==> src/rtl/display_pkg.sv <==
// display_pkg -- shared constants for the six-digit multiplexed clock display.
// Segment encodings are {a,b,c,d,e,f,g,dp}, active-high, with dp cleared.
package display_pkg;

    localparam int NUM_DIGITS = 6;

    // Digits that carry the colon separator on their dp segment.
    localparam logic [2:0] DP_DIGIT_A = 3'd2;
    localparam logic [2:0] DP_DIGIT_B = 3'd4;

    localparam logic [7:0] SEG_0     = 8'hFC;
    localparam logic [7:0] SEG_1     = 8'h60;
    localparam logic [7:0] SEG_2     = 8'hDA;
    localparam logic [7:0] SEG_3     = 8'hF2;
    localparam logic [7:0] SEG_4     = 8'h66;
    localparam logic [7:0] SEG_5     = 8'hB6;
    localparam logic [7:0] SEG_6     = 8'hBE;
    localparam logic [7:0] SEG_7     = 8'hE0;
    localparam logic [7:0] SEG_8     = 8'hFE;
    localparam logic [7:0] SEG_9     = 8'hF6;
    localparam logic [7:0] SEG_DASH  = 8'h02;
    localparam logic [7:0] SEG_BLANK = 8'h00;

    localparam logic [5:0] AN_OFF = 6'b111111;

endpackage

==> src/rtl/display_scan_seg7_decode.sv <==
// seg7_decode -- combinational BCD to seven-segment decoder.
// Ports:
//   bcd  [3:0] in  : digit value; 10..15 render as a dash
//   segs [6:0] out : {a,b,c,d,e,f,g}, active-high
module seg7_decode
    import display_pkg::*;
(
    input  logic [3:0] bcd,
    output logic [6:0] segs
);

    logic [7:0] pattern;

    always_comb begin
        pattern = SEG_DASH;
        case (bcd)
            4'd0:    pattern = SEG_0;
            4'd1:    pattern = SEG_1;
            4'd2:    pattern = SEG_2;
            4'd3:    pattern = SEG_3;
            4'd4:    pattern = SEG_4;
            4'd5:    pattern = SEG_5;
            4'd6:    pattern = SEG_6;
            4'd7:    pattern = SEG_7;
            4'd8:    pattern = SEG_8;
            4'd9:    pattern = SEG_9;
            default: pattern = SEG_DASH;
        endcase
    end

    // The dp bit of the shared patterns is always zero; it is muxed in by the caller.
    assign segs = pattern[7:1];

endmodule

==> src/rtl/display_scan.sv <==
// display_scan -- time-multiplexed driver for a six-digit HH:MM:SS display.
// Each digit slot lasts REFRESH_DIV clk cycles; the first cycle of a slot is
// a blank guard cycle against ghosting. All six digits are snapshotted at the
// end of each frame so a frame never mixes two times.
// Ports:
//   clk        in  : system clock, rising edge
//   rst        in  : asynchronous active-high reset
//   bcd1..bcd6 in  : sec units, sec tens, min units, min tens, hr units, hr tens
//   sec_pulse  in  : single-cycle 1 Hz strobe, toggles the colon dp
//   seg  [7:0] out : {a,b,c,d,e,f,g,dp}, active-high, registered
//   an   [5:0] out : one-hot active-low digit enables, registered
//   digit_idx  out : index 0..5 of the driven digit, registered
// Build option: define LEAD_ZERO_BLANK_EN to blank a leading zero on the
// hours-tens digit (its anode stays enabled).
module display_scan
    import display_pkg::*;
#(
    parameter int REFRESH_DIV = 1000
) (
    input  logic       clk,
    input  logic       rst,
    input  logic [3:0] bcd1,
    input  logic [3:0] bcd2,
    input  logic [3:0] bcd3,
    input  logic [3:0] bcd4,
    input  logic [3:0] bcd5,
    input  logic [3:0] bcd6,
    input  logic       sec_pulse,
    output logic [7:0] seg,
    output logic [5:0] an,
    output logic [2:0] digit_idx
);

    localparam int PRE_W = (REFRESH_DIV > 1) ? $clog2(REFRESH_DIV) : 1;
    localparam logic [PRE_W-1:0] PRE_LAST = PRE_W'(REFRESH_DIV - 1);

    logic [PRE_W-1:0] pre;
    logic [2:0]       idx;
    logic [3:0]       snap [NUM_DIGITS];
    logic             dp_state;

    logic             tc;
    logic [3:0]       cur_digit;
    logic [6:0]       dec_segs;
    logic             dp_bit;
    logic [7:0]       seg_next;
    logic [5:0]       an_next;

    assign tc = (pre == PRE_LAST);

    always_comb begin
        cur_digit = 4'd0;
        case (idx)
            3'd0:    cur_digit = snap[0];
            3'd1:    cur_digit = snap[1];
            3'd2:    cur_digit = snap[2];
            3'd3:    cur_digit = snap[3];
            3'd4:    cur_digit = snap[4];
            3'd5:    cur_digit = snap[5];
            default: cur_digit = 4'd0;
        endcase
    end

    seg7_decode u_decode (
        .bcd  (cur_digit),
        .segs (dec_segs)
    );

    assign dp_bit = dp_state & ((idx == DP_DIGIT_A) || (idx == DP_DIGIT_B));

    always_comb begin
        seg_next = {dec_segs, dp_bit};
        an_next  = ~(6'b000001 << idx);
`ifdef LEAD_ZERO_BLANK_EN
        if ((idx == 3'd5) && (cur_digit == 4'd0)) begin
            seg_next = SEG_BLANK;
        end
`endif
        // Guard cycle wins over everything, including lead-zero blanking.
        if (pre == '0) begin
            seg_next = SEG_BLANK;
            an_next  = AN_OFF;
        end
    end

    always_ff @(posedge clk or posedge rst) begin
        if (rst) begin
            pre       <= '0;
            idx       <= 3'd0;
            dp_state  <= 1'b0;
            seg       <= SEG_BLANK;
            an        <= AN_OFF;
            digit_idx <= 3'd0;
            for (int k = 0; k < NUM_DIGITS; k++) begin
                snap[k] <= 4'd0;
            end
        end else begin
            pre <= tc ? '0 : pre + PRE_W'(1);
            if (tc) begin
                idx <= (idx == 3'd5) ? 3'd0 : idx + 3'd1;
            end
            if (tc && (idx == 3'd5)) begin
                snap[0] <= bcd1;
                snap[1] <= bcd2;
                snap[2] <= bcd3;
                snap[3] <= bcd4;
                snap[4] <= bcd5;
                snap[5] <= bcd6;
            end
            if (sec_pulse) begin
                dp_state <= ~dp_state;
            end
            seg       <= seg_next;
            an        <= an_next;
            digit_idx <= idx;
        end
    end

endmodule

==> config.mk <==
export PLATFORM = sky130hd
export DESIGN_NAME = display_scan
export DESIGN_NICKNAME = d
export VERILOG_FILES = /design/src/rtl/display_pkg.sv /design/src/rtl/display_scan_seg7_decode.sv /design/src/rtl/display_scan.sv
export SDC_FILE = /design/constraint.sdc
export NUM_CORES = 1
export LEC_CHECK = 0
export CORE_MARGIN = 2
export CORE_UTILIZATION = 52
export CTS_CLUSTER_DIAMETER = 100
export DETAILED_ROUTE_END_ITERATION = 8
export GPL_ROUTABILITY_DRIVEN = 0
export PLACE_DENSITY = 0.79
export SLEW_MARGIN = 0
export SYNTH_ARGS = -nofsm -noshare
export SYNTH_HDL_FRONTEND = slang
export SYNTH_SLANG_ARGS = --single-unit
==> constraint.sdc <==
create_clock -name clk -period 5.91 [get_ports clk]
set_clock_uncertainty 0.15 [all_clocks]
set_input_delay 1.4775 -clock clk [delete_from_list [all_inputs] [get_ports clk]]
set_output_delay 1.4775 -clock clk [all_outputs]
set_load 0.005 [all_outputs]
### After elaboration in Yosys (flattened, before gate mapping)

Memories as Yosys holds them, arrays and structs flattened.
Cells that the tools add are included.

* bits in registers: 55
* ROM bits: 112
* bits of input ports: 27
* output and inout bits: 17
* word-level logic and storage cells: 34
* memories: 1

Memories
* (no name shown): words 16, bits a word 7, read ports 1, clocked after Yosys merged registers in 0, wr ports 0, line display_scan_seg7_decode.sv:16 `case (bcd)`

* $add $sub $neg: 2
* equal/unequal tests: 6
* shift-type cells: 1
* muxes and demuxes: 5
* bitwise operators: 3
* reduce and logical (&&, ||, !) cells: 4

Operators by type and width (count)
* one-hot mux 4 bit (6 select lines): 1
* adder 10 x 1 -> 10 bit (second input constant): 1
* equality test 10 bit (second input constant): 1
* logical NOT 10 bit: 1
* 2-to-1 mux 10 bit: 1
* 2-to-1 mux 8 bit: 1
* equality test 3 x 2 -> 1 bit (second input constant): 2
* equality test 3 bit (second input constant): 2
* 2-to-1 mux 6 bit: 1
* NOT 6 bit: 1
* << shifter 1 x 3 -> 6 bit (first input constant): 1
* adder 3 x 1 -> 3 bit (second input constant): 1
* equality test 3 x 1 -> 1 bit (second input constant): 1
* logical NOT 3 bit: 1
* 2-to-1 mux 3 bit: 1
* AND 1 bit: 1
* logical AND 1 bit: 1
* logical OR 1 bit: 1
* NOT 1 bit: 1

### Longest topological paths before layout

Gate-level depths: netlist of run 1.

* word-level depth: 4
* gate-level depth with buffers: 11
* gate-level depth less buffers: 9

### By module

Synthesis of run 1 repeated with hierarchy kept, for this count alone.

* cell total of the unflattened synthesis: 217
* area total of the unflattened synthesis: 2688.8 sq um

By module, submodules not included
* display_scan: times used 1, cells an instance 189, area an instance 2486.1 sq um, sequential area each 1383.8 sq um
* seg7_decode: times used 1, cells an instance 28, area an instance 202.7 sq um, sequential area each 0.0 sq um

### Least setup slack after synthesis of run 1

Ideal clock, no wire load.

* kind: register to register
* from: register idx[1]
* to: register seg[3]
* arrival time: 2284 ps
* data required time: 5638 ps
* setup slack: 3354 ps
* cell stages (with the launch flop): 10
* buffers on the path: 2
* path through: dfrtp_1 -> buf_2 -> buf_2 -> and2_1 -> ha_1 -> a221oi_2 -> inv_1 -> ha_1 -> mux2_1 -> a32o_1

* word-level cells in the longest chain between the ends: 4
* elaborated cells on any way between the ends: 9
* those cells by class: 5 x eq/ne; 2 x mux; 1 x reduce/logical; 1 x memory

Ends and longest elaborated chain
* start, declared: line display_scan.sv:38 `logic [2:0] idx;`
* start signal, assigned: line display_scan.sv:100 `idx <= (idx == 3'd5) ? 3'd0 : idx + 3'd1;`
* equality test 3 bit, or another cell as far along: line display_scan.sv:53 `case (idx)`
* one-hot mux 4 bit (6 select lines) (*): line display_scan.sv:53
* memory (16 x 7 bit) (*)
* 2-to-1 mux 8 bit (*): line display_scan.sv:80 `if (pre == '0) begin`
* net seg_next[3]: line display_scan.sv:46 `logic [7:0] seg_next;`
* end signal, assigned: line display_scan.sv:113 `seg <= seg_next;`
* end, declared: line display_scan.sv:29 `output logic [7:0] seg,`

The timed path passes the listed nets; every way through them passes the cells marked *.
A chain may end at the register's enable or synchronous reset.

### Worst setup path after layout of run 1

* from: register pre[0]
* to: register snap[5] (netlist bit)

* word-level cells in the longest chain between the ends: 2

Ends and longest elaborated chain
* start, declared: line display_scan.sv:37 `logic [PRE_W-1:0] pre;`
* start signal, assigned: line display_scan.sv:98 `pre <= tc ? '0 : pre + PRE_W'(1);`
* equality test 10 bit: line display_scan.sv:49 `assign tc = (pre == PRE_LAST);`
* logical AND 1 bit: line display_scan.sv:102 `if (tc && (idx == 3'd5)) begin`
* end, declared: line display_scan.sv:39 `logic [3:0] snap [NUM_DIGITS];`

No other way between the ends.

==> impl_summary.log, run 1 <==
INFO  metric min_period = 3300 ps
INFO  metric layout.filler_cells = 363
INFO  metric finalPower = 0.0007032 W
INFO  metric cts.repair.resized = 0
INFO  metric timing.setup.tns = 0 ps
INFO  metric finalSetupViolCount = 0
INFO  metric fin_cells = 303
INFO  metric worst_path_most_repeated_cell = sky130_fd_sc_hd__nand3_1
INFO  metric required = 5940 ps
INFO  metric clock_insertion_delay_at_the_later_pin_of_the_skew_report = 300 ps
INFO  metric max_freq = 303.0 MHz
INFO  metric antenna_cells = 0
INFO  metric post-cts-setup-buffer-count = 0
INFO  metric maxSlewViolCount = 0
INFO  metric synthMostInstantiatedCell = sky130_fd_sc_hd__dfrtp_1
INFO  metric layout.nets = 284
INFO  metric first_pass_iters = 5
INFO  metric worst-slew-pin-transition = 1102 ps
INFO  metric die_height = 73.75 µm
INFO  metric cts_hold_buffers = 0
INFO  metric floorplan.initialDensity = 53.92%
INFO  metric maximum_number_of_pins_on_one_net_before_global_route_repair = 56
INFO  metric antenna_violating_nets_post_route = 0
INFO  metric postSynthNetCount = 242
INFO  metric met1_usage = 25.38%
INFO  metric vias = 1671
INFO  metric timing.critical_path.to_type = flop
INFO  metric worstHoldPathType = reg2reg
INFO  metric place_inst = 295
INFO  metric synthTopCellsByArea = sky130_fd_sc_hd__dfrtp_1 48%, sky130_fd_sc_hd__mux2_2 12%, sky130_fd_sc_hd__dfstp_2 6.2%, sky130_fd_sc_hd__ha_1 4.5%, sky130_fd_sc_hd__mux2i_1 4.0%
INFO  metric timing.final.crit_share = 55.84%
INFO  metric clock-sinks = 55
INFO  metric floorplan.io_pins = 44
INFO  metric clk_transition_reported_paths = 100 ps
INFO  metric post-dp-hpwl = 3.114 mm
INFO  metric gr-usage-met3 = 4.252%
INFO  metric htree_num_levels = 2
INFO  metric worstSetupStartpoint = pre[0]
INFO  metric critical_path.endpoint = snap[5]
INFO  metric path_class = reg2reg
INFO  metric library_cells_used_by_synthesis = 40
INFO  metric total_leakage_power = 1.313 nW
INFO  metric gr-max-usage-layer = met2
INFO  metric edff_count_synth = 0
INFO  metric area_enclosed_by_the_die_boundary = 5439 µm²
INFO  metric rsz0062_at_grt = false
INFO  metric async_reset_ff_share = 100.0%
INFO  metric setup.reg_to_reg.worst_slack = 2610 ps
INFO  metric timing.critical_path.from_type = flop
INFO  metric via_per_inst = 5.515
INFO  metric area.growth.synth_to_final = 22.01%
INFO  metric track_usage = 17.90%
INFO  metric worstRegToRegCells = 6
INFO  metric gr-usage-met2 = 27.48%
INFO  metric ffs_latches_synth = 55
INFO  metric launching_point_of_the_worst_reg2reg_path = pre[0]
INFO  metric max_slew_margin = 26.31%
INFO  metric site_row_count = 25
INFO  metric arrival = 3330 ps
INFO  metric drv.max_cap_violation_count = 0
INFO  metric p_per_area = 227.8 nW/µm²
INFO  metric port_buffers = 43
INFO  metric die_w = 73.75 µm
INFO  metric synth-warning-count = 0
INFO  metric cts.path.max_buffers = 2
INFO  metric timing.critical_path.slowest_cell_delay = 960 ps
INFO  metric aggregate_routed_wire_length = 4.368 mm
INFO  metric global_route.overflow_total = 0
INFO  metric grt_antenna_before_repair = 0
INFO  metric synth_commonest_cells = 49 x sky130_fd_sc_hd__dfrtp_1, 26 x sky130_fd_sc_hd__mux2_2, 15 x sky130_fd_sc_hd__nor2_1
INFO  metric slowest_cp_cell = sky130_fd_sc_hd__nand3_1
INFO  metric tritoncts = yes
INFO  metric final_layout_size_suffix_gt1_share = 16.87%
INFO  metric drc_errors = 0
INFO  metric ys_seq_area_share = 54.70%
INFO  metric first_global_vias = 1573
INFO  metric cts-root-buf = sky130_fd_sc_hd__clkbuf_8
INFO  metric area_share_of_the_largest_cell_type_after_synthesis = 48.47%
INFO  metric postSynth.topFlopCell = sky130_fd_sc_hd__dfrtp_1
INFO  metric core = 4692 µm²
INFO  metric synth_cells = 206
INFO  metric first_iter_violations = 70
INFO  metric grt_pass1_wl = 7.403 mm
INFO  metric drt-wirelength-per-cell = 14.42 µm
INFO  metric critical_path.cell_chain = ha_1, and2_1, nand3_1, nor2_1, nand3_1, mux2_2
INFO  metric hold-worst-slack = 333.0 ps
INFO  metric cts_made_buffers = 5
INFO  metric crit_fanout = 24
INFO  metric post_synth_instance_area = 2530 µm²
INFO  metric outcome = finished, final reports clean
INFO  metric netlist.top_cell.by_area = sky130_fd_sc_hd__dfrtp_1
INFO  metric irDropWorstVdd = 0.1477 mV
INFO  metric worstReg2RegEnd = snap[5]
INFO  metric synth.avg_cell_area = 12.28 µm²
INFO  metric hold_viol_final = 0
-- per-layer routing --
layer  vias to the layer above  part of all wire (%)
met3                         2                   4.7
met2                        54                    46
met4                         0                  0.73
met1                       809                    48
li1                        806                     -
met5                         -                     0
-- flip-flops by register name, summed over array words and instances, names as in the netlist --
register   flops
snap          24
seg            8
an             6
digit_idx      3
pre           10
idx            3
dp_state       1
-- how the worst min path moves through the flow --
stage	cells past startpoint	start	end	slack, ps
5_1_grt	1	pre[0]	pre[0]	360
6_report	1	pre[0]	pre[0]	330
3_5_place_dp	1	pre[0]	pre[0]	330
4_1_cts	1	pre[0]	pre[0]	340
2_1_floorplan	0	idx[1]	digit_idx[1]	200
3_3_place_gp	1	dp_state	dp_state	320
-- kinds of logic after synthesis --
logic type                 share of synthesized area [%]
xor gates and xnor gates                           3.116
adders and majority gates                          4.451
muxes                                              15.97
AOI/OAI and AO/OA                                  8.556
DFF                                                54.70
buffers and inverters                              3.363
and+or+nand+nor                                    9.842
-- layout make-up --
type	count	area (µm²)	area share, %
clock buffers	7	76.32	2.473
well taps	54	67.56	2.189
flip-flops and latches	55	1384	44.83
clock inverters	1	30.03	0.9728
inverters	8	30.03	0.9728
repair buffers	44	437.9	14.19
multi-input cells	134	1061	34.37
-- per-stage QoR --
stage,instance area (µm²),util [%],worst slack [ps]
detailed placement,2980,63.52,2616
floorplan,2530,-,2950
global placement,2980,63.52,2636
global route,3087,65.79,2270
finish,3087,65.79,2610
CTS,3087,65.79,2564
-- where the power goes --
part | leakage, nW | total [W] | switching, W | internal [W]
combinational | 0.601 | 0.0000618 | 0.0000237 | 0.0000381
clock | 0.0524 | 0.000241 | 0.000114 | 0.000127
sequential | 0.660 | 0.000401 | 0.00000879 | 0.000392
-- cell usage in the layout (no fill, tap or decap), drive strengths merged, types with 5 or more instances in the layout --
master	n
and2	5
mux2	27
xor2	6
mux2i	10
nand2	8
nand3	7
clkdlybuf4s50	43
nor2	15
a21oi	7
inv	8
dfrtp	49
clkbuf	7
dfstp	6
ha	9
o21ai	6
-- worst max-delay path: cells and delay by family (launching register included) --
family | cells | cell delay, ps
adders and majority gates | 1 | 200
DFF | 1 | 390
muxes | 1 | 590
and+or+nand+nor | 4 | 1840
(Power assumes the default switching activity.)
==> inputs of run 2 (changes only) <==
- clock period: 5.91 -> 3.3 ns (I/O delays scaled with it)
==> impl_summary.log, run 2 (synthesis results as in run 1) <==
INFO  metric outcome = finished, final reports clean
INFO  metric worst-slew-pin-transition = 765.6 ps (-336.6 ps)
INFO  metric drc_errors = 0 (unchanged)
INFO  metric drv.max_cap_violation_count = 0 (unchanged)
INFO  metric first_global_vias = 1675 (+6.5%)
INFO  metric area_enclosed_by_the_die_boundary = 5439 µm² (unchanged)
INFO  metric worstHoldPathType = reg2reg
INFO  metric clock_insertion_delay_at_the_later_pin_of_the_skew_report = 310 ps (about the same)
INFO  metric aggregate_routed_wire_length = 4.608 mm (+5.5%)
INFO  metric arrival = 3050 ps (-280 ps)
INFO  metric antenna_violating_nets_post_route = 0 (unchanged)
INFO  metric first_iter_violations = 164 (+130%)
INFO  metric clk_transition_reported_paths = 100 ps (about the same)
INFO  metric site_row_count = 25 (unchanged)
INFO  metric timing.critical_path.from_type = flop
INFO  metric maximum_number_of_pins_on_one_net_before_global_route_repair = 30 (-46%)
INFO  metric first_pass_iters = 4 (-1)
INFO  metric post-cts-setup-buffer-count = 0 (unchanged)
INFO  metric vias = 1701 (+1.8%)
INFO  metric placement.cell_area = 3015 µm² (+1.2%)
INFO  metric gr-max-usage-layer = met2
INFO  metric path_class = reg2reg
INFO  metric timing.setup.tns = 0 ps (unchanged)
INFO  metric largest_register_ff_count = 24 (unchanged)
INFO  metric biggestRegsByFlops = snap (24), pre (10), seg (8)
INFO  metric max_slew_margin = 48.96% (+23 points)
INFO  metric cts-root-buf = sky130_fd_sc_hd__clkbuf_8
INFO  metric crit_fanout = 17 (-29%)
INFO  metric min_period = 2947 ps (-352.6 ps)
INFO  metric cts.repair.resized = 0 (unchanged)
INFO  metric floorplan.io_pins = 44 (unchanged)
INFO  metric setup.reg_to_reg.worst_slack = 350 ps (-2260 ps)
INFO  metric timing.final.crit_share = 89.31% (+33 points)
INFO  metric die_height = 73.75 µm (unchanged)
INFO  metric htree_num_levels = 2 (unchanged)
INFO  metric layout.core_utilization = 66.16% (+0.37 points)
INFO  metric rsz0062_at_grt = false
INFO  metric final_cell_mix = 49 x sky130_fd_sc_hd__dfrtp_1, 43 x sky130_fd_sc_hd__clkdlybuf4s50_1, 26 x sky130_fd_sc_hd__mux2_2, 15 x sky130_fd_sc_hd__nor2_1, 10 x sky130_fd_sc_hd__mux2i_1
INFO  metric global_route.overflow_total = 0 (unchanged)
INFO  metric floorplan.initialDensity = 53.92% (unchanged)
INFO  metric total_leakage_power = 1.321 nW (+0.56%)
INFO  metric postLayoutCellArea = 3104 µm² (+0.57%)
INFO  metric timing.critical_path.to_type = flop
INFO  metric tritoncts = yes
INFO  metric hold_viol_final = 0 (unchanged)
INFO  metric max_freq = 339.3 MHz (+12%)
INFO  metric largest_register = snap
INFO  metric track_usage = 19.16% (+1.3 points)
INFO  metric final_layout_size_suffix_gt1_share = 18.65% (+1.8 points)
INFO  metric cts.path.max_buffers = 2 (unchanged)
INFO  metric layout.nets = 287 (+1.1%)
INFO  metric met1_usage = 26.33% (+0.95 points)
INFO  metric grt_antenna_before_repair = 0 (unchanged)
INFO  metric cts_hold_buffers = 0 (unchanged)
INFO  metric irDropWorstVdd = 0.2764 mV (+87%)
INFO  metric post-dp-hpwl = 3.385 mm (+8.7%)
INFO  metric cts_made_buffers = 5 (unchanged)
INFO  metric port_buffers = 43 (unchanged)
INFO  metric worstRegToRegCells = 9 (+3)
INFO  metric drt-wirelength-per-cell = 15.06 µm (+4.5%)
INFO  metric timing.hold.worst_path_depth = 1 (unchanged)
INFO  metric area.growth.synth_to_final = 22.70%
INFO  metric required = 3410 ps (-2530 ps)
INFO  metric grt_pass1_wl = 7.879 mm (+6.4%)
INFO  metric core = 4692 µm² (unchanged)
INFO  metric antenna_cells = 0 (unchanged)
INFO  metric maxSlewViolCount = 0 (unchanged)
INFO  metric via_per_inst = 5.559 (+0.80%)
INFO  metric gr-usage-met2 = 28.77% (+1.3 points)
INFO  metric layout.filler_cells = 365 (+0.55%)
INFO  metric die_w = 73.75 µm (unchanged)
INFO  metric p_per_area = 386.6 nW/µm² (+70%)
INFO  metric final_common_cell = sky130_fd_sc_hd__dfrtp_1
INFO  metric finalSetupViolCount = 0 (unchanged)
INFO  metric gr-usage-met3 = 3.841% (-0.41 points)
INFO  metric clock-sinks = 55 (unchanged)
## run 2: metrics by stage
stage	std cells	total power (W)	setup slack [ps]	hold WS [ps]
2_1_floorplan	206	0.0007817	744.4	198.7
3_3_place_gp	298	0.0008419	624.4	308.3
3_5_place_dp	298	0.0008446	446.1	307.7
4_1_cts	306	0.001208	417.7	323.1
5_1_grt	306	0.001244	141.9	340.0
6_report	306	0.001200	352.7	322.0
## run 2: worst max-delay path, cell delays in order (launching register included)
cell                       delay (ps)
sky130_fd_sc_hd__dfrtp_1          570
sky130_fd_sc_hd__and2_1           260
sky130_fd_sc_hd__ha_1             270
sky130_fd_sc_hd__a222oi_1         730
sky130_fd_sc_hd__ha_1             310
sky130_fd_sc_hd__a21oi_1           50
sky130_fd_sc_hd__o21ai_0          100
sky130_fd_sc_hd__a21oi_1           80
sky130_fd_sc_hd__a211oi_1         230
sky130_fd_sc_hd__o21a_1           140
## run 2: layout make-up
cell class	instances	area, µm²	area share [%]
repair buffers	47	473.0	15.24
clock inverters	3	20.02	0.6449
clock buffers	5	68.82	2.217
multi-input cells	134	1061	34.18
well taps	54	67.56	2.177
inverters	8	30.03	0.9674
flip-flops and latches	55	1384	44.58
## run 2: worst paths after layout
kind | start | endpoint
worst max-delay path | idx[1] | seg[2]
min in group asynchronous | rst | snap[17]
max in group asynchronous | rst | an[1]
worst min-delay path | dp_state | dp_state
worst max register to register | idx[1] | seg[2]
worst min register to register | dp_state | dp_state
## run 2: report_power, final
part           switching, W  total (W)  internal [W]
combinational     0.0000440   0.000114     0.0000699
clock              0.000222   0.000371      0.000148
sequential        0.0000139   0.000716      0.000702
## run 2: routing by layer
metal / routed length (µm) / vias up
li1: - / 814
met1: 2153 / 814
met2: 2121 / 63
met3: 239 / 10
met4: 94 / 0
met5: 0 / -
